## src/rtl/cdc_in_arbiter_pkg.sv

```systemverilog
// Shared types and defaults for the USB CDC bulk IN stream arbiter.
// Holds the FSM encoding and default parameter values.
package cdc_in_arbiter_pkg;

  typedef enum logic {
    ST_IDLE  = 1'b0,
    ST_GRANT = 1'b1
  } arb_state_e;

  localparam int DEF_N_REQ        = 4;
  localparam int DEF_MAX_BURST    = 64;
  localparam int DEF_IDLE_TIMEOUT = 16;

  function automatic int idx_w(input int n);
    return (n > 1) ? $clog2(n) : 1;
  endfunction

endpackage

```

## src/rtl/cdc_in_arbiter_if.sv

```systemverilog
// Requester/usb_cdc IN side bundle for the CDC IN arbiter.
// slave is the arbiter view, master is the producers+usb_cdc view.
interface cdc_in_arbiter_if #(
  parameter int N_REQ = cdc_in_arbiter_pkg::DEF_N_REQ
);

  logic [8*N_REQ-1:0] req_data_i;
  logic [N_REQ-1:0]   req_valid_i;
  logic [N_REQ-1:0]   req_last_i;
  logic [N_REQ-1:0]   req_ready_o;
  logic [7:0]         in_data_o;
  logic               in_valid_o;
  logic               in_ready_i;
  logic [N_REQ-1:0]   grant_o;
  logic               busy_o;

  modport slave (
    input  req_data_i,
    input  req_valid_i,
    input  req_last_i,
    input  in_ready_i,
    output req_ready_o,
    output in_data_o,
    output in_valid_o,
    output grant_o,
    output busy_o
  );

  modport master (
    output req_data_i,
    output req_valid_i,
    output req_last_i,
    output in_ready_i,
    input  req_ready_o,
    input  in_data_o,
    input  in_valid_o,
    input  grant_o,
    input  busy_o
  );

endinterface

```

## src/rtl/cdc_in_arbiter_rr_pick.sv

```systemverilog
// Combinational round-robin picker: first set request above
// the pointer, wrapping around.
module rr_pick #(
  parameter int N  = 4,
  parameter int IW = 2
) (
  input  logic [N-1:0]  req_i,
  input  logic [IW-1:0] ptr_i,
  output logic [N-1:0]  pick_o,
  output logic [IW-1:0] idx_o,
  output logic          found_o
);

  function automatic logic [IW-1:0] wrap(input int v);
    return IW'(v % N);
  endfunction

  logic          hit;
  logic [IW-1:0] sel;
  logic [N-1:0]  onehot;

  always_comb begin
    hit    = 1'b0;
    sel    = '0;
    onehot = '0;
    for (int i = 1; i <= N; i++) begin
      if (!hit && req_i[wrap(int'(ptr_i) + i)]) begin
        hit = 1'b1;
        sel = wrap(int'(ptr_i) + i);
      end
    end
    if (hit) onehot[sel] = 1'b1;
  end

  assign pick_o  = onehot;
  assign idx_o   = sel;
  assign found_o = hit;

endmodule

```

## src/rtl/cdc_in_arbiter.sv

```systemverilog
// Round-robin arbiter sharing the usb_cdc bulk IN byte stream.
// Grant is held per message; released on last, burst limit or idle gap.
module cdc_in_arbiter
  import cdc_in_arbiter_pkg::*;
#(
  parameter int N_REQ        = DEF_N_REQ,
  parameter int MAX_BURST    = DEF_MAX_BURST,
  parameter int IDLE_TIMEOUT = DEF_IDLE_TIMEOUT
) (
  input logic              clk_i,
  input logic              rstn_i,
  cdc_in_arbiter_if.slave  bus
);

  localparam int IW = idx_w(N_REQ);
  localparam int BW = $clog2(MAX_BURST + 1);
  localparam int TW = $clog2(IDLE_TIMEOUT + 1);

  arb_state_e       state_q, state_d;
  logic [IW-1:0]    g_q, g_d;
  logic [IW-1:0]    ptr_q, ptr_d;
  logic [N_REQ-1:0] gnt_q, gnt_d;
  logic [BW-1:0]    burst_q, burst_d;
  logic [TW-1:0]    idle_q, idle_d;

  logic [N_REQ-1:0] pick;
  logic [IW-1:0]    pick_idx;
  logic             found;

  rr_pick #(
    .N  (N_REQ),
    .IW (IW)
  ) u_pick (
    .req_i   (bus.req_valid_i),
    .ptr_i   (ptr_q),
    .pick_o  (pick),
    .idx_o   (pick_idx),
    .found_o (found)
  );

  logic             gv;
  logic             gl;
  logic [7:0]       gdata;
  logic             xfer;
  logic             rel;
  logic [BW-1:0]    burst_nx;
  logic [TW-1:0]    idle_nx;
  logic [7:0]       in_data;
  logic             in_valid;
  logic [N_REQ-1:0] req_ready;
  logic             busy;

  always_comb begin
    state_d   = state_q;
    g_d       = g_q;
    ptr_d     = ptr_q;
    gnt_d     = gnt_q;
    burst_d   = burst_q;
    idle_d    = idle_q;
    gv        = bus.req_valid_i[g_q];
    gl        = bus.req_last_i[g_q];
    gdata     = bus.req_data_i[{g_q, 3'b000} +: 8];
    xfer      = 1'b0;
    rel       = 1'b0;
    burst_nx  = burst_q;
    idle_nx   = idle_q;
    in_data   = '0;
    in_valid  = 1'b0;
    req_ready = '0;
    busy      = 1'b0;
    unique case (state_q)
      ST_IDLE: begin
        if (found) begin
          state_d = ST_GRANT;
          g_d     = pick_idx;
          ptr_d   = pick_idx;
          gnt_d   = pick;
        end
      end
      ST_GRANT: begin
        busy           = 1'b1;
        in_valid       = gv;
        in_data        = gdata;
        req_ready[g_q] = bus.in_ready_i;
        xfer           = gv & bus.in_ready_i;
        burst_nx       = burst_q + BW'(xfer);
        // a stalled but valid requester is not idle
        if (gv)
          idle_nx = '0;
        else if (idle_q != TW'(IDLE_TIMEOUT))
          idle_nx = idle_q + 1'b1;
        rel = (xfer && gl)
            || (xfer && burst_nx == BW'(MAX_BURST))
            || (idle_nx == TW'(IDLE_TIMEOUT));
        if (rel) begin
          state_d = ST_IDLE;
          gnt_d   = '0;
          burst_d = '0;
          idle_d  = '0;
        end else begin
          burst_d = burst_nx;
          idle_d  = idle_nx;
        end
      end
      default: begin
        state_d = ST_IDLE;
        gnt_d   = '0;
      end
    endcase
  end

  always_ff @(posedge clk_i) begin
    if (!rstn_i) begin
      state_q <= ST_IDLE;
      g_q     <= '0;
      ptr_q   <= IW'(N_REQ - 1);
      gnt_q   <= '0;
      burst_q <= '0;
      idle_q  <= '0;
    end else begin
      state_q <= state_d;
      g_q     <= g_d;
      ptr_q   <= ptr_d;
      gnt_q   <= gnt_d;
      burst_q <= burst_d;
      idle_q  <= idle_d;
    end
  end

  assign bus.in_data_o   = in_data;
  assign bus.in_valid_o  = in_valid;
  assign bus.req_ready_o = req_ready;
  assign bus.grant_o     = gnt_q;
  assign bus.busy_o      = busy;

endmodule
```

## src/flat_wrapper.sv

```systemverilog
// flat-port wrapper written by rule: the top's interface ports become plain ports
module cdc_in_arbiter_flat import cdc_in_arbiter_pkg::*;
#(
  parameter int N_REQ        = DEF_N_REQ,
  parameter int MAX_BURST    = DEF_MAX_BURST,
  parameter int IDLE_TIMEOUT = DEF_IDLE_TIMEOUT
)
  (clk_i, rstn_i, bus_req_data_i, bus_req_valid_i, bus_req_last_i, bus_in_ready_i, bus_req_ready_o, bus_in_data_o, bus_in_valid_o, bus_grant_o, bus_busy_o);
  cdc_in_arbiter_if #(.N_REQ(N_REQ)) bus_i ();
  input logic clk_i;
  input logic rstn_i;
  input wire logic [$bits(bus_i.req_data_i)-1:0] bus_req_data_i;
  input wire logic [$bits(bus_i.req_valid_i)-1:0] bus_req_valid_i;
  input wire logic [$bits(bus_i.req_last_i)-1:0] bus_req_last_i;
  input wire logic [$bits(bus_i.in_ready_i)-1:0] bus_in_ready_i;
  output wire logic [$bits(bus_i.req_ready_o)-1:0] bus_req_ready_o;
  output wire logic [$bits(bus_i.in_data_o)-1:0] bus_in_data_o;
  output wire logic [$bits(bus_i.in_valid_o)-1:0] bus_in_valid_o;
  output wire logic [$bits(bus_i.grant_o)-1:0] bus_grant_o;
  output wire logic [$bits(bus_i.busy_o)-1:0] bus_busy_o;
  assign bus_i.req_data_i = bus_req_data_i;
  assign bus_i.req_valid_i = bus_req_valid_i;
  assign bus_i.req_last_i = bus_req_last_i;
  assign bus_i.in_ready_i = bus_in_ready_i;
  assign bus_req_ready_o = bus_i.req_ready_o;
  assign bus_in_data_o = bus_i.in_data_o;
  assign bus_in_valid_o = bus_i.in_valid_o;
  assign bus_grant_o = bus_i.grant_o;
  assign bus_busy_o = bus_i.busy_o;
  cdc_in_arbiter #(.N_REQ(N_REQ), .MAX_BURST(MAX_BURST), .IDLE_TIMEOUT(IDLE_TIMEOUT)) u_core (.clk_i(clk_i), .rstn_i(rstn_i), .bus(bus_i));
endmodule
```

## config.mk

```make
export PLATFORM = sky130hd
export DESIGN_NAME = cdc_in_arbiter_flat
export DESIGN_NICKNAME = d
export VERILOG_FILES = /design/src/rtl/cdc_in_arbiter_pkg.sv /design/src/rtl/cdc_in_arbiter_if.sv /design/src/rtl/cdc_in_arbiter_rr_pick.sv /design/src/rtl/cdc_in_arbiter.sv /design/src/flat_wrapper.sv
export SDC_FILE = /design/constraint.sdc
export NUM_CORES = 1
export LEC_CHECK = 0
export CAP_MARGIN = 20
export CORE_UTILIZATION = 40
export CTS_CLUSTER_DIAMETER = 120
export DETAILED_ROUTE_END_ITERATION = 10
export HOLD_SLACK_MARGIN = 0.03
export PLACE_DENSITY = 0.79
export SLEW_MARGIN = 25
export SYNTH_ARGS = -nofsm -noshare
export SYNTH_HDL_FRONTEND = slang
export SYNTH_SLANG_ARGS = --single-unit
```

## constraint.sdc

```tcl
create_clock -name clk_i -period 4.2 [get_ports clk_i]
set_clock_uncertainty 0.2 [all_clocks]
set_input_delay 1.26 -clock clk_i [delete_from_list [all_inputs] [get_ports clk_i]]
set_output_delay 1.26 -clock clk_i [all_outputs]
set_load 0.01 [all_outputs]
```

==> reports/results.txt <==
Measured against its own limit, the worst slew margin works out to 42.3%. The sequential cells in the finished layout cover a total of 420 µm². The internal portion of the total power is 0.405 mW. The share of synthesized area in the top cell type comes to 24.9%. The H-tree level count came out at 1. The logs give 0 for the buffers inserted during post-CTS setup optimization and 0 ns for the setup TNS.

For this run, the total global-route usage over all layers was measured as 19.9%. The fraction of power spent switching nets came out at 30.1%. The path with the worst hold slack has its endpoint at u_core.bus.grant_o[3]. Die outline height: 66.9 µm.

The share of total power dissipated in the clock network is 22.5%. Leading register cell type out of synthesis: sky130_fd_sc_hd__dfxtp_1. STA puts the critical path data arrival time at 2.61 ns. The kind of start point of the critical path is an input pin. By area the synthesized netlist is led by sky130_fd_sc_hd__dfxtp_1 (25%), sky130_fd_sc_hd__mux4_2 (12%), sky130_fd_sc_hd__nand3_1 (4.2%), sky130_fd_sc_hd__and2_1 (3.7%), sky130_fd_sc_hd__nor2b_1 (3.7%). The flow ran to the end, and the final reports show no timing, DRC or antenna violations. For the max-capacitance violation count, the log shows 0.

The via count of the first global-routing pass was 1611. Buffer type at the clock tree root: sky130_fd_sc_hd__clkbuf_8. For the highest clock frequency the design can meet, the log shows 246 MHz. The type of the setup path with the least slack was input pin to primary output.

The pre-CTS setup slack was -0.133 ns; the number of iterations in the first detailed-routing pass was 4. In the synthesized netlist, the number of instances is 198. The worst register-to-register path has a setup slack of 0.93 ns. The post-route fraction of the period consumed by the critical path came out at 96.9%. The clock reaches the later pin of the worst-skew pair after 0.26 ns. The width of the die was 66.9 µm. The synthesized design contains 21 register bits. In this run the count of I/O pins placed on the die edge is 61.

The run gives 0 as the remaining antenna violation count after routing. Remaining global-route overflow: 0. The share of total power dissipated in combinational logic is 38.0%. The maximum clock path buffer count came out at 2. The number of clock buffers added by TritonCTS is 3. For the area of the placeable core, the log shows 4030 µm². Residual DRC count: 0. The run gives 2.74 ns as the required arrival time at the worst endpoint. For this design the static power due to leakage is 0.960 nW.

For this run, the number of Yosys warnings is 0. After layout, the minimum clock period comes to 4.07 ns. TritonCTS built the clock tree. The first global-routing pass estimated 6910 µm of wire. The number of synthesized flops with an enable pin was 0.

The run gives 0 as the final number of hold-violating endpoints. The critical path capture point type was a primary output. From synthesis to final layout, the design area changed by 46.1%.

Number of clock sinks seen by CTS: 21. After filler insertion, the fill cell instance count of the layout stands at 369. The final layout contains routed wiring with a total length of 4320 µm.

Detailed placement HPWL: 3390 µm. The initialized floorplan defines 23 standard-cell rows. The length in cells of the worst reg-to-reg path works out to 12. The vias after detailed routing is 1770, and the routed wire length per instance is 13.6 µm. The number of antenna diodes in the final layout is 0. The endpoint identified for the worst register-to-register timing path is u_core.bus.grant_o[1]. The logs give 0 for the max-slew violation count and 41.9% for the starting density of the core. In this run the power spent charging and discharging nets is 0.174 mW. The pin slew with the least headroom to its limit is 0.863 ns.

The worst register-to-register path begins at u_core.g_q[0]. For the final worst setup slack, the log shows 0.131 ns. Beginning of the worst hold path: u_core.bus.grant_o[3]. The cell area after synthesis is 1690 µm², and the initial antenna violation count is 0. The number of nets in the final layout was 317; the worst hold path cell count was 2. Count of cell types in the netlist: 52.

Dividing the detail-routed via count by the number of cells gives 5.55. Including well taps, the total number of placed cells is 315. For the sequential power share, the log shows 39.5%.

Across the VDD grid, the largest voltage drop is 0.000147 V. Path type of the worst min-delay path: register to register. The placed instances occupy a cell area of 2430 µm². The final non-filler cell total is 319, and the final design area excluding fillers is 2460 µm². At the end of routability-driven placement, the weighted congestion stood at 0.852. The power density over the cells works out to 235 nW/µm². The multi-input combinational cells in the finished layout cover a total of 1190 µm².

In this run the worst path has a maximum fanout of 4. In this run the tool buffered the top-level ports with 60 buffer cells. Counting every net in the synthesized netlist gives 245.

Setup violations remaining at the end of the flow were counted as 0. Sequential fraction of the synthesis area: 24.9%. At the end of the flow the core is filled with cells to 61.2%. The post-route netlist has 14.9% of its cells at a drive strength greater than 1. Counting flops with an async set or reset pin after synthesis yields a share of 0%. The area enclosed by the die boundary was 4480 µm².

After the first detailed-routing iteration, the DRC count stood at 50. Each instance of the synthesized netlist takes up on average 8.52 µm². The clock-pin slew reported for the worst setup and hold paths after clock tree synthesis is 0.07 ns. Of all cell types, the one taking the most synthesized area is sky130_fd_sc_hd__dfxtp_1.

Setup repair after global routing left no endpoint under its margin. Entering global routing, the biggest net connects 27 pins.
[stage by stage]
stage / power, mW / hold WS [ns]
floorplan: 0.354 / 0.256
global placement: 0.456 / 0.243
detailed placement: 0.461 / 0.252
CTS: 0.585 / 0.263
global route: 0.615 / 0.288
finish: 0.579 / 0.256
[layer usage]
metal / global-route usage [%] / wire length [µm] / share of wire [%] / vias to the layer above
met5: 0 / 0 / 0 / -
met4: 5.59 / 17 / 0.39 / 0
met3: 3.94 / 468 / 11 / 2
met2: 37.1 / 2030 / 47 / 64
met1: 22.5 / 1810 / 42 / 824
li1: - / - / - / 880
[cell type report]
| cell class | instances | area share (%) |
|---|---|---|
| timing repair buffer | 77 | 29.1 |
| sequential | 21 | 17.1 |
| clock buffer | 4 | 1.83 |
| multi-input combinational | 158 | 48.1 |
| tap | 50 | 2.54 |
| inverter | 9 | 1.37 |
[worst max path at each step]
stage / start / to / slack, ns / cells past startpoint
after global routing: bus_in_ready_i / bus_req_ready_o[1] / 0.006 / 4
after global placement: bus_req_valid_i[3] / bus_in_valid_o / -0.13 / 7
after floorplan: bus_req_valid_i[3] / u_core.bus.grant_o[1] / 0.66 / 10
after detailed placement: bus_req_valid_i[3] / bus_in_valid_o / -0.13 / 7
after CTS: bus_in_ready_i / bus_req_ready_o[1] / 0.12 / 4
final: bus_in_ready_i / bus_req_ready_o[1] / 0.13 / 4
[synth_stat cells (all sizes together), types with 2 or more instances]
cell type   n
buf         4
xor2        2
xnor2       3
a32oi       2
mux2i       3
nor3        7
nor2b      10
o21ai      10
o2111ai     2
or4         2
a21boi      3
nand3      14
o21a        4
and2       10
a22oi       2
mux2        2
nor3b       2
inv         8
a21oi       6
nor4        2
mux4        9
o32ai       2
clkbuf      6
dfxtp      21
nand2b      7
o22ai       2
o211a       2
nor2       13
and3        4
o221ai      2
ha          4
nand2      15
[layout by cell type, fill, tap and decap left out, types with 3 or more instances in the layout]
cell	count
sky130_fd_sc_hd__nand3_1	14
sky130_fd_sc_hd__dlygate4sd2_1	9
sky130_fd_sc_hd__mux4_2	9
sky130_fd_sc_hd__and3_1	4
sky130_fd_sc_hd__nor2_1	13
sky130_fd_sc_hd__ha_1	4
sky130_fd_sc_hd__o21a_1	4
sky130_fd_sc_hd__clkbuf_8	3
sky130_fd_sc_hd__nand2b_1	7
sky130_fd_sc_hd__a21oi_1	6
sky130_fd_sc_hd__mux2i_1	3
sky130_fd_sc_hd__clkdlybuf4s50_1	51
sky130_fd_sc_hd__a21boi_0	3
sky130_fd_sc_hd__and2_1	10
sky130_fd_sc_hd__xnor2_1	3
sky130_fd_sc_hd__o21ai_0	7
sky130_fd_sc_hd__inv_1	7
sky130_fd_sc_hd__nand2_1	15
sky130_fd_sc_hd__nor3_1	7
sky130_fd_sc_hd__buf_4	17
sky130_fd_sc_hd__nor2b_1	10
sky130_fd_sc_hd__dfxtp_1	21
[what timing repair did]
| item | CTS | global route |
|---|---|---|
| resized for setup | 9 | 0 |
| hold buffers | 0 | 0 |
| hold endpoints to repair | 0 | 0 |
| setup endpoints to repair | 9 | 0 |
[state kept, by name, summed over array words and instances, names as in the netlist]
register,flops
u_core.burst_q,7
u_core.idle_q,5
u_core.bus.grant_o,4
u_core.g_q,2
u_core.ptr_q,2
u_core.state_q,1
[cell families after synthesis]
| logic type | Yosys count | share of synthesized area [%] |
|---|---|---|
| AND/OR/NAND/NOR | 90 | 29.3 |
| buffers and inverters | 19 | 4.75 |
| AO/OA/AOI/OAI | 45 | 20.3 |
| flip-flops | 21 | 24.9 |
| adder cells (fa/ha/maj) | 4 | 2.97 |
| multiplexers | 14 | 15.1 |
| XOR/XNOR | 5 | 2.60 |
[worst max-delay path, stage by stage]
cell and delay, ns:
sky130_fd_sc_hd__clkdlybuf4s50_1 0.54, sky130_fd_sc_hd__nand2_1 0.09, sky130_fd_sc_hd__nor3_1 0.15, sky130_fd_sc_hd__clkdlybuf4s50_1 0.56
[power groups by stage]
| stage | registers (mW) | clock network [mW] | logic [mW] |
|---|---|---|---|
| 5_1_grt | 0.231 | 0.141 | 0.242 |
| 3_5_place_dp | 0.233 | 0 | 0.228 |
| 4_1_cts | 0.228 | 0.135 | 0.222 |
| 2_1_floorplan | 0.224 | 0 | 0.131 |
| 3_3_place_gp | 0.233 | 0 | 0.224 |
| 6_report | 0.229 | 0.131 | 0.220 |
Note: power is estimated with default switching activity, not from simulation.
